File: config.mk
export PLATFORM = sky130hd
export DESIGN_NAME = pmem_init_ram
export DESIGN_NICKNAME = d
export VERILOG_FILES = /design/src/rtl/pmem_init_ram.sv
export SDC_FILE = /design/constraint.sdc
export NUM_CORES = 2
export LEC_CHECK = 0
export BUFFER_PORTS_ARGS = -buffer_cell sky130_fd_sc_hd__buf_2
export CAP_MARGIN = 30
export CORE_ASPECT_RATIO = 1.1
export CORE_MARGIN = 5
export CORE_UTILIZATION = 60
export CTS_BUF_LIST = sky130_fd_sc_hd__clkbuf_8
export CTS_CLUSTER_DIAMETER = 60
export DETAILED_ROUTE_END_ITERATION = 7
export GPL_ROUTABILITY_DRIVEN = 0
export PLACE_DENSITY = 0.73
export SLEW_MARGIN = 0
export SYNTH_ARGS = -nofsm -noshare
export SYNTH_HDL_FRONTEND = slang
export SYNTH_SLANG_ARGS = --single-unit
File: constraint.sdc
create_clock -name clk -period 6.83 [get_ports clk]
set_input_delay 0.683 -clock clk [delete_from_list [all_inputs] [get_ports clk]]
set_output_delay 0.683 -clock clk [all_outputs]
set_load 0.01 [all_outputs]
File: src/rtl/pmem_init_ram.sv
`default_nettype none
// ============================================================================
// Module   : pmem_init_ram
// Purpose  : Parametrised single-port instruction/data memory with a power-up
//            fill sequencer. Reset does not clear the array; instead the
//            sequencer writes one fill word per clock after reset releases
//            (or after a reinit request). Optional registered read port and
//            a sticky error flag for writes attempted while not ready.
// Ports    : clk      - clock, rising edge
//            rst      - asynchronous reset, active-high
//            reinit   - sync pulse, restart the fill (ignored while filling)
//            addr     - access address
//            we       - write enable
//            datain   - write data
//            dataout  - read data (0 while filling)
//            ready    - 1 once the fill is complete
//            busy_err - sticky, set by we = 1 while not ready
//            err_clr  - sync pulse, clears busy_err (a same-edge set wins)
// Revision : 1.0 - initial release
// ============================================================================
module pmem_init_ram #(
  parameter int                 DATA_W    = 16,
  parameter int                 ADDR_W    = 8,
  parameter int                 INIT_MODE = 0,
  parameter logic [DATA_W-1:0]  INIT_VAL  = '0,
  parameter int                 READ_LAT  = 0
) (
  input  logic              clk,
  input  logic              rst,
  input  logic              reinit,
  input  logic [ADDR_W-1:0] addr,
  input  logic              we,
  input  logic [DATA_W-1:0] datain,
  output logic [DATA_W-1:0] dataout,
  output logic              ready,
  output logic              busy_err,
  input  logic              err_clr
);

  localparam int                DEPTH    = 2 ** ADDR_W;
  // One bit wider than the address so "all words written" is unambiguous.
  localparam logic [ADDR_W:0]   LAST_PTR = (ADDR_W + 1)'(DEPTH - 1);

  typedef enum logic [0:0] {
    ST_INIT  = 1'b0,
    ST_READY = 1'b1
  } state_t;

  state_t            state;
  state_t            state_nxt;
  logic [ADDR_W:0]   ptr;
  logic [ADDR_W:0]   ptr_nxt;
  logic [DATA_W-1:0] fill_data;
  logic [DATA_W-1:0] mem [DEPTH];

  // --------------------------------------------------------------------------
  // Fill sequencer
  // --------------------------------------------------------------------------
  always_ff @(posedge clk or posedge rst) begin
    if (rst) begin
      state <= ST_INIT;
      ptr   <= '0;
    end else begin
      state <= state_nxt;
      ptr   <= ptr_nxt;
    end
  end

  always_comb begin
    state_nxt = state;
    ptr_nxt   = ptr;
    case (state)
      ST_INIT: begin
        ptr_nxt = ptr + 1'b1;
        if (ptr == LAST_PTR) begin
          state_nxt = ST_READY;
        end
      end
      ST_READY: begin
        if (reinit) begin
          state_nxt = ST_INIT;
          ptr_nxt   = '0;
        end
      end
      default: begin
        state_nxt = ST_INIT;
        ptr_nxt   = '0;
      end
    endcase
  end

  assign ready = (state == ST_READY);

  // --------------------------------------------------------------------------
  // Fill pattern
  // --------------------------------------------------------------------------
  generate
    if (INIT_MODE == 1) begin : g_fill_addr
      if (ADDR_W >= DATA_W) begin : g_trunc
        assign fill_data = ptr[DATA_W-1:0];
      end else begin : g_zext
        assign fill_data = {{(DATA_W - ADDR_W){1'b0}}, ptr[ADDR_W-1:0]};
      end
    end else if (INIT_MODE == 2) begin : g_fill_const
      assign fill_data = INIT_VAL;
    end else begin : g_fill_zero
      assign fill_data = '0;
    end
  endgenerate

  // --------------------------------------------------------------------------
  // Storage. No reset: contents survive rst and are rewritten by the fill.
  // While rst is held the sequencer sits at word 0, which is the first word
  // refilled after release anyway, so those writes are never observable.
  // --------------------------------------------------------------------------
  always_ff @(posedge clk) begin
    if (state == ST_INIT) begin
      mem[ptr[ADDR_W-1:0]] <= fill_data;
    end else if (we) begin
      mem[addr] <= datain;
    end
  end

  // --------------------------------------------------------------------------
  // Sticky error: a set on the same edge as err_clr takes priority.
  // --------------------------------------------------------------------------
  always_ff @(posedge clk or posedge rst) begin
    if (rst) begin
      busy_err <= 1'b0;
    end else if (we && (state == ST_INIT)) begin
      busy_err <= 1'b1;
    end else if (err_clr) begin
      busy_err <= 1'b0;
    end
  end

  // --------------------------------------------------------------------------
  // Read port
  // --------------------------------------------------------------------------
  generate
    if (READ_LAT == 0) begin : g_comb_read
      assign dataout = (state == ST_READY) ? mem[addr] : '0;
    end else begin : g_reg_read
      logic [DATA_W-1:0] rd_q;

      // Write-first: a write on the same edge returns the new data.
      always_ff @(posedge clk or posedge rst) begin
        if (rst) begin
          rd_q <= '0;
        end else if (state == ST_READY) begin
          rd_q <= we ? datain : mem[addr];
        end else begin
          rd_q <= '0;
        end
      end

      // Masked so the output is 0 from the first cycle of a reinit fill.
      assign dataout = (state == ST_READY) ? rd_q : '0;
    end
  endgenerate

endmodule
`default_nettype wire

==> results.md <==
* Area grow syn2layout at 10.7%
* CP most frequent cell: buf_4
* GR Overflow Total at 0
* Cell Chain, Critical Path: buf_12 -> buf_4 -> buf_4 -> mux4_2 -> a22oi_1 -> and3_1 -> nor4_1 -> buf_4 -> nand4_1 -> o32ai_2 -> buf_2
* Post-synth EDFFs at slightly above 4000
* Final Hold Fails at 0
* Main synth FF type: edfxtp_1
* Number of library cell types mapped by synthesis at 68
* Hold_buf cts at 3
* Overall Power at 49.3 mW
* IO Count at 47
* H-tree depth at 6
* Syn Nets at 7446
* Clock Tree Root: clkbuf_8
* DP HPWL at 243 mm
* Syn Std Cell Area at 160000 sq um
* Final std cells w/o fill at 12100
* Design Area, Final at 177000 sq um
* Core Region at 265000 sq um
* Initial DRT Pass Iterations at 6
* Post-Syn Instances at around 7400
* Avg Inst Size Synth at 21.5 sq um
* Share of post-route cells with drive strength above 1 at around a quarter
* Vias in the first global route at around 80000
* Chip width at 502 microns
* Clk Latency, worst-skew pair at 1.10 ns
* Clk buf depth at 4
* Pins Over Slew Limit at 0
* CTS tree: built
* Complex-gate fraction of the synthesized area at between 3 and 4%
* Worst Tran Pin Value at 1.45 ns
* Fmax at 176 MHz
* Leakage power at ~63 nW
* Slew headroom at 3.25%
* Nature of the critical path startpoint: primary input
* Max cap viols at 0
* Initial Utilization at 60.3%
* First-pass GRT wire length at a little under 600 mm
* Cell with the largest stage delay on the worst path: buf_12
* DR iter-0 viols at 11800
* Largest net degree at the start of global routing at 216
* Antenna viol nets, final at 1
* Crit path kind: in2out
* TNS Setup at 0 ns
* Adder-cell share of the synthesized area at less than 1%
* Drc violations at 0
* Leading area contributor after synthesis: edfxtp_1
* Wire per inst at 33.7 microns
* Register area share after synthesis at 77.2%
* Area contributors post-synth: edfxtp_1, mux4_2, mux2i_1, mux4_1, o221ai_1
* Post-cts sizing count at 0
* Initial antenna violation count at 26
* Worst path arrival time at 5.01 ns
* CP Capture Type: output port
* Status: complete, but fails checks
* Final Critical Period at 5.69 ns
* Routed vias/inst at about 6.8
* CP top delay family: buffers and inverters
* Final nets at 8181
* XOR/XNOR Fraction of Synth Area at less than 1%
* Clock sink count at 4107
* Worst-path clk slew at 0.06 ns
* CTS Buf Count at roughly 620
* Ys Warns at 0
* Max VDD drop at 164 uV
* Top cell type's share of synthesized area at 77.0%
* RSZ-0062 raised after global routing: no
* Die area at 277000 sq um
* Crit path max fanout at 106
* Total GRT Usage at 29.6%
* Buf/Inv on CP at 5
* Slowest Stage Delay on Critical Path at 0.57 ns
* IO buf count at 46
* Setup-failing EPs final at 0
* Largest family of logic cells by synthesized area: multiplexers
* Vias at 82200
* Worst hold slack at 0.0581 ns
* Mux cell area share after synthesis at 15.0%
* Final Cycle Share at 83.3%
* Final wirelength at 409 mm
* #FFs+latches synth at 4107
* Asr flop ratio synth at 0.268%
* Placed cell areas at 166000 sq um
* Worst-case clock skew at 0.0486 ns
* Die Ht at approximately 550 microns
* Post-CTS Setup Inserts at 0
* Worst Path Required at 6.15 ns
* Hold crit path type: in2reg
* Failing checks: antenna rules
* Post-synthesis simple-gate area fraction at between 2 and 2.5%
* Placement Rows at 198
* Dpl cells at 11000
* Power Density at approximately 280 nW/um^2
## final cells by class
| type | count | area, sq um |
|---|---|---|
| sequential | 4107 | 123000 |
| fill | 16300 | 87900 |
| multi-input combinational | 2849 | 33300 |
| clock buffer | 635 | 8740 |
| timing repair buffer | 560 | 4900 |
| tap | 3500 | 4380 |
| clock inverter | 444 | 2250 |
| antenna | 24 | 60.1 |
| inverter | 8 | 37.5 |
## synth_stat cells (all sizes together) (2+ instances only)
cell and instances:
a22oi 64, a31o 4, nor2 311, nand4 31, buf 296, a22o 10, nand2b 14, mux2i 492
inv 7, o32ai 13, o221ai 181, o211ai 6, o21bai 5, nand3 71, or2 3, and2 36
a2111oi 7, a21oi 107, edfxtp 4096, and3 26, nor2b 14, dfrtp 11, nor3b 3, ha 2
or3 6, o31ai 12, clkbuf 150, nand3b 13, a211o 12, o22ai 166, a41oi 7, a221oi 14
a31oi 2, mux2 5, a211oi 63, o21ai 67, nand2 114, nor4 18, mux4 832, nor3 111
dlygate4sd1 3
## cells by family (layout without fill, tap and decap cells)
logic type               count (synthesis)  after routing
AO/OA/AOI/OAI                          743            743
adder cells (fa/ha/maj)                  2              2
AND/OR/NAND/NOR                        774            774
flip-flops                            4107           4107
buffers and inverters                  459           1647
multiplexers                          1329           1329
XOR/XNOR                                 1              1
other                                    0             24
## power by group
part / switching (mW) / internal [mW] / total, mW
logic: 2.27 / 0.991 / 3.26
registers: 0.110 / 27.8 / 27.9
clock network: 9.22 / 8.98 / 18.2
## metrics by stage
step	setup slack, ns	util, %
floorplan	1.50	-
finish	1.14	66.8
global placement	0.692	62.4
detailed placement	1.12	62.5
CTS	1.11	66.7
global route	1.07	66.8
## path summary, 6_finish.rpt
check	depth (start not counted)	endpoint	slack, ns	start
max	11	dataout[15]	1.14	addr[0]
min	2	mem[175][14]	0.06	datain[14]
max reg2reg	5	mem[86][9]	2.46	ready
min reg2reg	2	ptr[8]	0.49	ptr[8]
max in group asynchronous	3	ptr[5]	6.19	rst
min in group asynchronous	3	busy_err	0.20	rst
## state kept, by name (all words and copies together) (netlist names)
name      cells
busy_err      1
ptr           9
mem        4096
ready         1
## layout by cell type, fill, tap and decap left out, types with 31 or more instances in the layout
cell type	synthesis	layout
edfxtp_1	4096	4096
mux2i_1	492	492
o221ai_1	175	175
nand3_1	71	55
clkinv_1	1	130
mux4_2	750	750
clkbuf_8	2	635
inv_1	6	226
o22ai_1	164	164
nand2_1	114	114
nand4_1	31	31
mux4_1	82	82
buf_4	46	443
buf_12	28	39
clkinv_2	0	43
a211oi_1	62	62
a21oi_1	107	107
o21ai_0	56	54
buf_2	121	51
and2_1	36	35
nor3_1	110	108
nor2_1	311	291
a22oi_1	64	64
## layer usage
| layer | vias up | part of all wire (%) | wire length, microns | global-route usage (%) |
|---|---|---|---|---|
| met5 | - | 0.021 | 87 | 0 |
| met4 | 14 | 4.6 | 18800 | 12.2 |
| met3 | 921 | 13 | 51500 | 7.36 |
| met2 | 5742 | 47 | 192000 | 45.6 |
| met1 | 42500 | 36 | 146000 | 41.2 |
| li1 | 33000 | - | - | - |
Note: power is estimated with default switching activity, not from simulation.
